==> src/rtl/rpn_stack_ctrl.sv <==
// RPN calculator sequencer: owns the operand stack, launches registered operands
// into the external ALU, and folds the ALU answer back into the stack.
module rpn_stack_ctrl #(
  parameter int W     = 16,
  parameter int DEPTH = 8,
  parameter int DW    = $clog2(DEPTH + 1)
) (
  input  logic          clk,
  input  logic          rst,
  input  logic          clear,
  input  logic          in_valid,
  output logic          in_ready,
  input  logic          in_is_op,
  input  logic [W-1:0]  in_data,
  output logic [3:0]    alu_op,
  output logic [W-1:0]  alu_left,
  output logic [W-1:0]  alu_right,
  input  logic [W-1:0]  alu_ans,
  input  logic [1:0]    alu_arg_cnt,
  output logic [W-1:0]  top,
  output logic [DW-1:0] depth,
  output logic          result_valid,
  output logic          err,
  output logic [2:0]    err_code
);

  localparam int AW = (DEPTH > 1) ? $clog2(DEPTH) : 1;
  localparam logic [DW-1:0] DEPTH_D = DW'(DEPTH);
  localparam logic [3:0]    OP_DIV  = 4'd3;

  localparam logic [2:0] ERR_OVERFLOW  = 3'd1;
  localparam logic [2:0] ERR_UNDERFLOW = 3'd2;
  localparam logic [2:0] ERR_UNKNOWN   = 3'd3;
  localparam logic [2:0] ERR_DIV_ZERO  = 3'd4;

  typedef enum logic {IDLE, EXEC} state_e;

  state_e state, state_next;

  logic [W-1:0]  mem [DEPTH];
  logic [AW-1:0] idx_push, idx_top, idx_second;
  logic [DW-1:0] cnt_ext;

  logic       push;
  logic       launch;
  logic       commit;
  logic       write_ans;
  logic       raise;
  logic [2:0] raise_code;

  assign in_ready   = (state == IDLE);
  assign idx_push   = AW'(depth);
  assign idx_top    = AW'(depth - DW'(1));
  assign idx_second = AW'(depth - DW'(2));
  assign cnt_ext    = DW'(alu_arg_cnt);
  assign top        = (depth == '0) ? '0 : mem[idx_top];

  always_ff @(posedge clk or posedge rst) begin
    if (rst) state <= IDLE;
    else     state <= state_next;
  end

  // NOTE: every output of this block gets a default first so no path leaves it unassigned (no latches).
  always_comb begin
    state_next = state;
    push       = 1'b0;
    launch     = 1'b0;
    commit     = 1'b0;
    write_ans  = 1'b0;
    raise      = 1'b0;
    raise_code = 3'd0;
    case (state)
      IDLE: begin
        if (in_valid && !clear) begin
          if (in_is_op) begin
            launch     = 1'b1;
            state_next = EXEC;
          end else if (depth < DEPTH_D) begin
            push = 1'b1;
          end else begin
            raise      = 1'b1;
            raise_code = ERR_OVERFLOW;
          end
        end
      end
      EXEC: begin
        state_next = IDLE;
        if (alu_arg_cnt == 2'd0) begin
          raise      = 1'b1;
          raise_code = ERR_UNKNOWN;
        end else if (depth < cnt_ext) begin
          raise      = 1'b1;
          raise_code = ERR_UNDERFLOW;
        end else if (alu_op == OP_DIV && alu_right == '0) begin
          raise      = 1'b1;
          raise_code = ERR_DIV_ZERO;
        end else begin
          commit    = 1'b1;
          write_ans = alu_arg_cnt[1];
        end
      end
      default: state_next = IDLE;
    endcase
    if (clear) state_next = IDLE;
  end

  // NOTE: sequential state uses non-blocking assignments so all registers see pre-edge values.
  always_ff @(posedge clk or posedge rst) begin
    if (rst) begin
      depth        <= '0;
      alu_op       <= 4'hF;
      alu_left     <= '0;
      alu_right    <= '0;
      result_valid <= 1'b0;
      err          <= 1'b0;
      err_code     <= 3'd0;
    end else begin
      result_valid <= 1'b0;
      if (clear) begin
        depth    <= '0;
        err      <= 1'b0;
        err_code <= 3'd0;
      end else begin
        if (push) depth <= depth + DW'(1);
        if (launch) begin
          alu_op    <= in_data[3:0];
          alu_left  <= (depth >= DW'(2)) ? mem[idx_second] : '0;
          alu_right <= (depth >= DW'(1)) ? mem[idx_top]    : '0;
        end
        if (commit) begin
          depth        <= depth - DW'(1);
          result_valid <= 1'b1;
        end
        if (raise && !err) begin
          err      <= 1'b1;
          err_code <= raise_code;
        end
      end
    end
  end

  // NOTE: stack storage is deliberately not reset; entries at or above depth are never observed.
  always_ff @(posedge clk) begin
    if (!rst && !clear) begin
      if (push)      mem[idx_push]   <= in_data;
      if (write_ans) mem[idx_second] <= alu_ans;
    end
  end

endmodule

==> config.mk <==
export PLATFORM = sky130hd
export DESIGN_NAME = rpn_stack_ctrl
export DESIGN_NICKNAME = d
export VERILOG_FILES = /design/src/rtl/rpn_stack_ctrl.sv
export SDC_FILE = /design/constraint.sdc
export NUM_CORES = 1
export LEC_CHECK = 0
export ABC_AREA = 1
export ABC_CLOCK_PERIOD_IN_PS = 4800
export CORE_MARGIN = 5
export CORE_UTILIZATION = 55
export CTS_BUF_LIST = sky130_fd_sc_hd__clkbuf_8
export DETAILED_ROUTE_END_ITERATION = 8
export HOLD_SLACK_MARGIN = 0.02
export PLACE_DENSITY = 0.88
export SLEW_MARGIN = 0
export SYNTH_ARGS = -nofsm -noshare
export SYNTH_HDL_FRONTEND = slang
export SYNTH_SLANG_ARGS = --single-unit
==> constraint.sdc <==
create_clock -name clk -period 4.8 [get_ports clk]
set_input_delay 1.2 -clock clk [delete_from_list [all_inputs] [get_ports clk]]
set_output_delay 1.2 -clock clk [all_outputs]
set_load 0.05 [all_outputs]
==> results of run 1 <==
placed cells by master (no fill, tap or decap), drive strengths merged:
cell,Yosys,routed
nand2,255,255
edfxtp,128,128
nor2,117,117
o21ai,99,99
nand3,91,91
clkdlybuf4s50,0,84
inv,46,51
dfrtp,42,42
buf,34,32
o221ai,30,30
a21oi,26,26
clkbuf,27,17
a31oi,15,15
ha,9,9
clkinv,1,6
o22ai,4,4
dfstp,4,4
xor2,3,3
clkinvlp,0,3
nand4,2,2
o211ai,2,2
bufinv,0,2
nor3,1,1
xnor2,1,1
sequential cells by signal (all words and copies together), names as in the netlist:
register	flops
err_code	3
mem	128
depth	4
err	1
result_valid	1
alu_right	16
alu_op	4
state	1
alu_left	16
routing by layer:
layer | GRT usage | wire [um] | vias to the layer above
met5 | 0 | 0 | -
li1 | - | - | 3373
met2 | 0.392 | 10200 | 526
met4 | 0.0877 | 539 | 0
met1 | 0.347 | 9150 | 3274
met3 | 0.0738 | 3010 | 55
layout make-up:
| class | instances | share of cell area |
|---|---|---|
| flip-flops and latches | 174 | 0.492 |
| multi-input cells | 655 | 0.302 |
| repair buffers | 116 | 0.126 |
| well taps | 211 | 0.0260 |
| clock buffers | 17 | 0.0230 |
| inverters | 47 | 0.0176 |
| clock inverters | 15 | 0.0134 |
Yosys cell counts (2+ instances only):
master / n / area, sq um
sky130_fd_sc_hd__a21oi_1: 25 / 125
sky130_fd_sc_hd__buf_2: 23 / 115
sky130_fd_sc_hd__nand2_2: 7 / 43.8
sky130_fd_sc_hd__buf_6: 5 / 56.3
sky130_fd_sc_hd__dfrtp_1: 42 / 1050
sky130_fd_sc_hd__o221ai_1: 30 / 263
sky130_fd_sc_hd__nand4_1: 2 / 12.5
sky130_fd_sc_hd__clkbuf_1: 27 / 101
sky130_fd_sc_hd__xor2_1: 3 / 26.3
sky130_fd_sc_hd__buf_4: 4 / 30.0
sky130_fd_sc_hd__o22ai_1: 4 / 25.0
sky130_fd_sc_hd__buf_1: 2 / 7.51
sky130_fd_sc_hd__ha_1: 9 / 113
sky130_fd_sc_hd__o211ai_1: 2 / 15.0
sky130_fd_sc_hd__nor2_1: 115 / 432
sky130_fd_sc_hd__o21ai_0: 96 / 480
sky130_fd_sc_hd__nand2_1: 248 / 931
sky130_fd_sc_hd__inv_1: 40 / 150
sky130_fd_sc_hd__nand3_1: 91 / 455
sky130_fd_sc_hd__dfstp_2: 4 / 105
sky130_fd_sc_hd__a31oi_1: 15 / 93.8
sky130_fd_sc_hd__edfxtp_1: 128 / 3840
sky130_fd_sc_hd__o21ai_1: 2 / 10.0
sky130_fd_sc_hd__inv_2: 5 / 18.8
through the flow:
step / cell area (sq um) / hold WS [ns] / utilization / instances / power, mW
finish: 10200 / 0.473 / 0.667 / 1235 / 5.20
CTS: 10200 / 0.479 / 0.667 / 1235 / 5.18
floorplan: 8560 / 0.576 / - / 937 / 3.38
global placement: 9800 / 0.460 / 0.642 / 1203 / 4.19
global route: 10200 / 0.505 / 0.667 / 1235 / 5.43
detailed placement: 9800 / 0.465 / 0.642 / 1203 / 4.23
worst max-delay path, cell delays in order (launching register included):
cell and delay, ns:
sky130_fd_sc_hd__dfrtp_4 0.63, sky130_fd_sc_hd__inv_4 0.17, sky130_fd_sc_hd__ha_1 0.27, sky130_fd_sc_hd__xnor2_1 0.17, sky130_fd_sc_hd__inv_1 0.70, sky130_fd_sc_hd__nor2_1 0.13
sky130_fd_sc_hd__a31oi_1 0.31, sky130_fd_sc_hd__nor2_1 0.13, sky130_fd_sc_hd__buf_12 0.22
kinds of logic after synthesis:
kind of cell / count (synthesis) / synth area share
and+or+nand+nor: 466 / 0.222
AOI/OAI and AO/OA: 176 / 0.120
DFF: 174 / 0.584
buffers and inverters: 108 / 0.0571
adders and majority gates: 9 / 0.0132
xor gates and xnor gates: 4 / 0.00409
worst max-delay path by stage:
stage | start | to | slack (ns) | depth (start not counted)
final | depth[0]$_DFFE_PP0P_ | top[11] | 0.40 | 8
after global placement | alu_arg_cnt[1] | mem[6][4]$_DFFE_PP_ | 0.84 | 13
after CTS | depth[0]$_DFFE_PP0P_ | top[11] | 0.44 | 8
after detailed placement | alu_arg_cnt[1] | mem[0][0]$_DFFE_PP_ | 0.71 | 13
after floorplan | depth[1]$_DFFE_PP0P_ | top[14] | 0.63 | 10
after global routing | depth[0]$_DFFE_PP0P_ | top[13] | 0.21 | 8
power breakdown:
group	switching [mW]	internal [mW]	total, mW	leakage (nW)
Combinational	1.59	0.797	2.38	2.13
Clock	0.507	0.451	0.958	0.195
Sequential	0.101	1.75	1.85	1.75
==> run_results.csv, run 1 <==
group,metric,value,unit
power_and_ir_drop,power-per-cell-area,511,nW/um^2
worst_hold_path,holdPathStages,2,
cts,clock_tree.htree_level_count,4,
logic_synthesis,synth.ff_latch_count,174,
grt,grt_antenna_before_repair,0,
floorplanning,initial_utilization,0.561,
finish,area_used_by_multi_input_combinational_logic,3070,sq um
floorplanning,core,15300,sq um
logic_synthesis,mappedNetlistArea,8560,sq um
sta,post-route-worst-setup-slack,0.404,ns
floorplanning,dieWidth,135,um
setup_path,setup.worst_path.end_class,"output pin",
cts,cts-root-to-sink-buffers,2,
sta,skew_final,0.0145,ns
floorplanning,die-area,18200,sq um
setup_path,ff2ff_path_depth,11,
logic_synthesis,synthesis.nets,985,
floorplanning,placement_rows,45,
sta,timing.final.max_slew_violations,0,
cts,post_cts_resize_count,0,
sta,grt_setup_unrepaired,"no",
worst_hold_path,timing.hold.worst_endpoint,"alu_op[0]$_DFFE_PP1P_",
logic_synthesis,synth.avg_cell_area,9.14,sq um
drt,drt_iter0_drc,1269,
drt,via_per_inst,5.85,
cts,clock-root-buffer,"sky130_fd_sc_hd__clkbuf_8",
sta,fmax,227,MHz
sta,final-hold-violation-count,0,
setup_path,maximum_fanout_encountered_on_the_critical_timing_path,32,
power_and_ir_drop,p_leak,4.07,nW
cts,clock_insertion_delay_worst_skew,0.47,ns
outcome,status,"completed",
sta,post_route_clock_period_utilization,0.916,
placement,worst_slack_placed,0.707,ns
sta,fin_setup_tns,0,ns
drt,wl_per_cell,18.5,um
cts,worst_setup_hold_path_clk_slew,0.08,ns
placement,buffer_ports.inserted,100,
placement,hpwl,15500,um
cts,cts_post_setup_buffers_inserted,0,
setup_path,worstReg2RegStart,"depth[0]$_DFFE_PP0P_",
setup_path,timing_worst_setup_path_type,"reg -> out",
logic_synthesis,synth-async-reset-ratio,0.264,
grt,first_global_vias,6691,
logic_synthesis,synthesis.instances,937,
setup_path,critPathLaunchType,"flip-flop",
setup_path,worst_ep_required_time,3.60,ns
sta,setup_viol,0,
worst_hold_path,hp-start,"alu_op[0]$_DFFE_PP1P_",
power_and_ir_drop,vdd_drop_max,0.324,mV
sta,period_minus_slack,4.40,ns
drt,drc,0,
floorplanning,floorplan.io_pins,101,
logic_synthesis,post_synth_num_cell_types,32,
finish,post_route_cells_drive_above_1_share,0.0791,
run,max_cap_violations,0,
finish,finalNetCount,1059,
sta,timing_worst_slew_pin_value,1.09,ns
setup_path,reg2reg_setup_slack,1.08,ns
cts,numClockSinks,174,
logic_synthesis,synth-seq-area-share,0.584,
finish,filler_cell_count,1106,
finish,antennaDiodeCount,0,
setup_path,worstPathArrival,3.20,ns
grt,track_usage,0.254,
drt,final_antenna_net_count,0,
grt,global_route_wire_length_before_repair,35700,um
cts,ctsHoldBuffers,0,
finish,final-seq-area,5000,sq um
logic_synthesis,synth_ff_type,"sky130_fd_sc_hd__edfxtp_1",
drt,vias,7228,
cts,cts-buffers-inserted,17,
placement,place_congestion,0.894,
grt,grt_overflow,0,
cts,cts_tree,"built",
grt,pin_count_of_the_biggest_net_entering_global_routing,122,
drt,final_wl,22900,um
worst_hold_path,min-delay-path-class,"reg -> reg",
setup_path,crit-reg2reg-capture,"mem[0][10]$_DFFE_PP_",
logic_synthesis,synth-edff-count,128,
logic_synthesis,synthesis.yosys.warnings,0,
finish,area_growth_syn_to_layout,18.8,%
floorplanning,die_ht,135,um
sta,relative_slew_slack,0.269,
drt,drt_pre_antenna_iters,8,
(Power assumes the default switching activity.)
==> run 2: changes to the inputs <==
--- a/config.mk
+++ b/config.mk
@@ -10,6 +10,7 @@
 export CORE_MARGIN = 5
 export CORE_UTILIZATION = 55
 export CTS_BUF_LIST = sky130_fd_sc_hd__clkbuf_8
+export CTS_CLUSTER_SIZE = 20
 export DETAILED_ROUTE_END_ITERATION = 8
 export HOLD_SLACK_MARGIN = 0.02
 export PLACE_DENSITY = 0.88
==> results of run 2 <==
The final DEF is identical to that of run 1; final timing and power are the same.
==> run 3: changes to the inputs <==
--- a/config.mk
+++ b/config.mk
@@ -6,7 +6,7 @@
 export NUM_CORES = 1
 export LEC_CHECK = 0
 export ABC_AREA = 1
-export ABC_CLOCK_PERIOD_IN_PS = 4800
+export ABC_CLOCK_PERIOD_IN_PS = 4100
 export CORE_MARGIN = 5
 export CORE_UTILIZATION = 55
 export CTS_BUF_LIST = sky130_fd_sc_hd__clkbuf_8
==> constraint.sdc (replaced) <==
create_clock -name clk -period 4.1 [get_ports clk]
set_input_delay 1.025 -clock clk [delete_from_list [all_inputs] [get_ports clk]]
set_output_delay 1.025 -clock clk [all_outputs]
set_load 0.05 [all_outputs]
==> run_results.csv, run 3 (synthesis results as in run 1) <==
group,metric,value,unit
grt,grt_overflow,0,
finish,area_used_by_multi_input_combinational_logic,3070,sq um
grt,pin_count_of_the_biggest_net_entering_global_routing,85,
setup_path,critical_path_depth,9,
cts,clock_tree.htree_level_count,4,
finish,design_area,10300,sq um
finish,finalNetCount,1069,
cts,numClockSinks,174,
finish,filler_cell_count,1116,
sta,post-route-worst-setup-slack,0.128,ns
finish,area_growth_syn_to_layout,20.2,%
floorplanning,floorplan.io_pins,101,
sta,post_route_clock_period_utilization,0.969,
sta,final-hold-violation-count,0,
cts,cts_tree,"built",
finish,final-seq-area,5000,sq um
cts,clock-root-buffer,"sky130_fd_sc_hd__clkbuf_8",
cts,cts_post_setup_buffers_inserted,0,
drt,drc,0,
setup_path,maximum_fanout_encountered_on_the_critical_timing_path,16,
sta,grt_setup_unrepaired,"no",
grt,track_usage,0.264,
placement,place_congestion,0.865,
setup_path,critPathLaunchType,"flip-flop",
setup_path,slowest_delay,0.52,ns
finish,layout.cells.most_common_list,"sky130_fd_sc_hd__nand2_1 (248), sky130_fd_sc_hd__edfxtp_1 (128), sky130_fd_sc_hd__nor2_1 (115)",
drt,vias,7393,
cts,ctsHoldBuffers,0,
drt,final_wl,23700,um
outcome,status,"completed",
setup_path,critical_path_slowest_stage_cell,"sky130_fd_sc_hd__inv_1",
cts,clock_insertion_delay_worst_skew,0.47,ns
sta,timing.final.max_slew_violations,0,
floorplanning,initial_utilization,0.561,
finish,most_common_cell_after_layout_fill_and_taps_aside,"sky130_fd_sc_hd__nand2_1",
cts,worst_setup_hold_path_clk_slew,0.10,ns
finish,stdcell_count,1245,
finish,largest-register,"mem",
power_and_ir_drop,p_leak,4.14,nW
cts,cts-buffers-inserted,17,
power_and_ir_drop,power-per-cell-area,607,nW/um^2
grt,grt_antenna_before_repair,0,
setup_path,worst_ep_required_time,3.07,ns
sta,skew_final,0.0178,ns
run,max_cap_violations,0,
power_and_ir_drop,vdd_drop_max,0.336,mV
drt,via_per_inst,5.94,
cts,cts-root-to-sink-buffers,2,
finish,post_route_cells_drive_above_1_share,0.0938,
sta,fmax,252,MHz
setup_path,cp_top_family,"buffers and inverters",
setup_path,critical_path_buf_inv_count,3,
placement,place.detailed.instances,1213,
worst_hold_path,holdPathStages,2,
placement,buffer_ports.inserted,100,
placement,detailed_place.area,9880,sq um
floorplanning,placement_rows,45,
setup_path,timing.critical_path.mode_cell,"sky130_fd_sc_hd__nor2_1",
sta,period_minus_slack,3.97,ns
placement,hpwl,16100,um
drt,drt_pre_antenna_iters,6,
floorplanning,core,15300,sq um
floorplanning,die_ht,135,um
floorplanning,die-area,18200,sq um
finish,postLayoutCoreUtil,0.674,
finish,antennaDiodeCount,0,
floorplanning,dieWidth,135,um
setup_path,worstPathCellList,"inv_4 > ha_1 > inv_1 > nand3_1 > nand2_1 > nor2_1 > a31oi_1 > nor2_1 > buf_12",
grt,first_global_vias,6915,
drt,final_antenna_net_count,0,
setup_path,worstPathArrival,2.95,ns
setup_path,timing_worst_setup_path_type,"reg -> out",
sta,relative_slew_slack,0.267,
sta,timing_worst_slew_pin_value,1.10,ns
sta,setup_viol,0,
placement,worst_slack_placed,0.422,ns
sta,fin_setup_tns,0,ns
finish,flip_flop_count_of_the_largest_register_all_copies_and_words_added,128,
drt,drt_iter0_drc,1381,
drt,wl_per_cell,19.0,um
worst_hold_path,min-delay-path-class,"reg -> reg",
grt,global_route_wire_length_before_repair,36900,um
setup_path,ff2ff_path_depth,11,
cts,post_cts_resize_count,1,
setup_path,setup.worst_path.end_class,"output pin",
finish,reg_top3,"mem x128, alu_left x16, alu_right x16",
-- run 3: cell count changes in the layout (fill, tap and decap cells not counted) --
| cell | before | now |
|---|---|---|
| sky130_fd_sc_hd__buf_6 | 0 | 2 |
| sky130_fd_sc_hd__buf_4 | 16 | 24 |
| sky130_fd_sc_hd__inv_6 | 0 | 3 |
| sky130_fd_sc_hd__inv_2 | 6 | 7 |
| sky130_fd_sc_hd__clkinv_1 | 2 | 1 |
| sky130_fd_sc_hd__clkinv_4 | 3 | 2 |
| sky130_fd_sc_hd__inv_1 | 44 | 39 |
| sky130_fd_sc_hd__inv_4 | 1 | 4 |
| sky130_fd_sc_hd__clkbuf_8 | 17 | 20 |
| sky130_fd_sc_hd__clkinvlp_4 | 3 | 0 |
-- run 3: worst reg2reg max path, delay by kind of cell, from the launching register on --
family / cells / cell delay, ns
flops: 1 / 0.39
compound gates: 2 / 0.29
simple gates: 6 / 0.93
fa+ha+maj: 1 / 0.36
buf+inv: 2 / 0.58
-- run 3: final timing paths --
| check | from | endpoint | slack (ns) |
|---|---|---|---|
| min in group asynchronous | rst | err_code[2]$_DFFE_PP0P_ | 1.12 |
| max reg2reg | depth[1]$_DFFE_PP0P_ | mem[5][2]$_DFFE_PP_ | 1.22 |
| min reg2reg | alu_op[2]$_DFFE_PP1P_ | alu_op[2]$_DFFE_PP1P_ | 0.47 |
| min | alu_op[2]$_DFFE_PP1P_ | alu_op[2]$_DFFE_PP1P_ | 0.47 |
| max | depth[0]$_DFFE_PP0P_ | top[5] | 0.13 |
| max in group asynchronous | rst | depth[0]$_DFFE_PP0P_ | 2.28 |
-- run 3: power breakdown --
| group | internal [mW] | leakage [nW] | switching [mW] |
|---|---|---|---|
| clock network | 0.595 | 0.217 | 0.624 |
| registers | 2.05 | 1.75 | 0.108 |
| logic | 0.949 | 2.18 | 1.92 |
| total | 3.60 | 4.14 | 2.65 |
-- run 3: final cells by class --
type,count,area share
Sequential cell,174,0.486
Multi-Input combinational cell,655,0.299
Timing Repair Buffer,126,0.133
Clock buffer,20,0.0267
Tap cell,211,0.0257
Inverter,47,0.0174
Clock inverter,12,0.0128
-- run 3: per-stage QoR --
step                      power (mW)  hold WS [ns]
after floorplan                 3.96         0.576
after global routing            6.51         0.502
after CTS                       6.22         0.475
final                           6.25         0.474
after detailed placement        5.02         0.462
after global placement          4.96         0.460
-- run 3: per-layer routing --
| layer | up-vias | share of wire | wire [um] | global-route usage |
|---|---|---|---|---|
| met5 | - | 0 | 0 | 0 |
| met4 | 0 | 0.032 | 759 | 0.0939 |
| met3 | 79 | 0.13 | 3090 | 0.0641 |
| met2 | 602 | 0.46 | 10900 | 0.425 |
| met1 | 3328 | 0.38 | 8970 | 0.352 |
| li1 | 3384 | - | - | - |
==> variant (flow settings as in run 1) <==
Reset style: synchronous (`rst`), changed in 2 clocked blocks.
--- a/src/rtl/rpn_stack_ctrl.sv
+++ b/src/rtl/rpn_stack_ctrl.sv
@@ -55,7 +55,7 @@
   assign cnt_ext    = DW'(alu_arg_cnt);
   assign top        = (depth == '0) ? '0 : mem[idx_top];
 
-  always_ff @(posedge clk or posedge rst) begin
+  always_ff @(posedge clk) begin
     if (rst) state <= IDLE;
     else     state <= state_next;
   end
@@ -105,7 +105,7 @@
   end
 
   // NOTE: sequential state uses non-blocking assignments so all registers see pre-edge values.
-  always_ff @(posedge clk or posedge rst) begin
+  always_ff @(posedge clk) begin
     if (rst) begin
       depth        <= '0;
       alu_op       <= 4'hF;
Behaviour: differs if rst is asserted again (counterexample within 4 cycles, from zero or initial values and one cycle with rst high); with rst held inactive, the same outputs for 4 cycles.
==> variant against run 1 <==
- cell area shrank 3.6%
- routed wire length shrank 0.72%
- count of clock-buffer cells in the layout grew 2
- worst setup slack gained 0.024 ns
- sequential cell count is the same
- area after synthesis shrank 2.2%
- maximum frequency grew 0.55%
- critical endpoint is now top[14]
- largest cell class unchanged
Power is not compared: it rests on default switching activity, and its combinational part moved more than twofold at a synthesized area within 25%.
==> variant: results (changes against run 1) <==
[place]
placed_area_sq_um = 9440  ; -3.7%
dp_hpwl_mm = 15.7  ; +1.4%
pre_cts_ws_ns = 0.886  ; +0.179 ns
port-buffer-count = 100  ; unchanged
gp_congestion = 0.924  ; +3.4%

[timing]
tightest_slew_ns = 1.07  ; -0.0190 ns
finClkSkew_ns = 0.0132  ; -0.00135 ns
whs_ns = 0.469  ; -0.00440 ns

[drt]
firstDrtPassIters = 6  ; -2
wl_mm = 22.7  ; -0.72%
wl_met2_mm = 10.3  ; +1.7%
drtIter0Drc = 1405  ; +11%
vias = 7315  ; +1.2%
met1_length_mm = 9.10  ; -0.60%
dr_wl_met3_mm = 2.79  ; -7.2%

[pwr]
leakage_nw = 3.64

[setup_path]
rr_worst_depth = 7  ; -4
crit_arrival_ns = 3.17  ; -0.03 ns
r2r_end = mem[3][15]
r2r-start = depth[2]
reg2reg_slack_ns = 1.75  ; +0.67 ns
path_max_fanout = 68  ; +110%

[global_route]
grt_pass1_vias = 6524  ; -2.5%
gr-usage-met1 = 0.350  ; +0.00226
use_met2 = 0.400  ; +0.00739
grt_usage = 0.254  ; -0.000325
grt_max_degree = 69  ; -43%
grt_pass1_wl_mm = 35.1  ; -1.8%

[logic_synthesis]
synthTopCellsByArea = edfxtp_1 (46%), dfxtp_1 (11%), nand2_1 (10%), a21oi_1 (6.4%), nor2_1 (4.9%)
synth_cell_type_count = 31  ; -3.1%
async_flop_share = 0  ; -0.264
synth-seq-area-share = 0.569  ; -0.0151
synth_nets = 966  ; -1.9%

[worst_hold_path]
hold_path_end = alu_left[15]
hp-start = alu_left[15]

[cells_and_area]
nets = 1044  ; -1.4%
final_layout_size_suffix_gt1_frac = 0.0852  ; +0.00613

[outcome]
status = completed

## variant: cell types whose count changed in the layout (fill, tap and decap cells not counted), moves of 19 or more
cell     delta
a21oi_1    +82
nand3_1    -49
dfxtp_1    +45
dfrtp_1    -41
a22o_1     +30
inv_1      -27
o21ai_0    -25
buf_4      +19
## variant: critical path, cell delays in order (launching register included)
cell,delay [ns]
dfxtp_4,0.36
clkinv_2,0.05
buf_4,0.51
buf_4,0.65
nor2_1,0.08
o21ai_0,0.36
nand2_1,0.16
a21oi_1,0.33
buf_12,0.18
## variant: layout make-up
| class | count | area [sq um] |
|---|---|---|
| Inverter | 23 | 87.6 |
| Sequential cell | 174 | 4770 |
| Clock buffer | 19 | 262 |
| Tap cell | 188 | 235 |
| Clock inverter | 13 | 105 |
| Fill cell | 1137 | 5290 |
| Timing Repair Buffer | 120 | 1120 |
| Multi-Input combinational cell | 660 | 3220 |
## variant: worst max path at each step
stage | from | to | slack (ns) | cells after the start
after global routing | depth[0] | top[14] | 0.25 | 8
after CTS | depth[0] | top[15] | 0.53 | 9
final | depth[0] | top[14] | 0.43 | 8
after floorplan | depth[0] | top[1] | 0.46 | 13
after global placement | alu_arg_cnt[1] | mem[4][11] | 0.99 | 11
after detailed placement | alu_arg_cnt[1] | mem[4][10] | 0.89 | 11
## variant: per-stage QoR
step                      total power, mW  std cells
after floorplan                      1.77        918
after global placement               1.84       1165
after detailed placement             1.85       1165
after CTS                            2.75       1197
after global routing                 2.84       1197
final                                2.76       1197
## variant: kinds of logic after synthesis
family                   share of synthesized area
AND/OR/NAND/NOR                              0.189
buffers and inverters                       0.0465
AO/OA/AOI/OAI                                0.180
XOR/XNOR                                   0.00299
flip-flops                                   0.569
adder cells (fa/ha/maj)                     0.0134
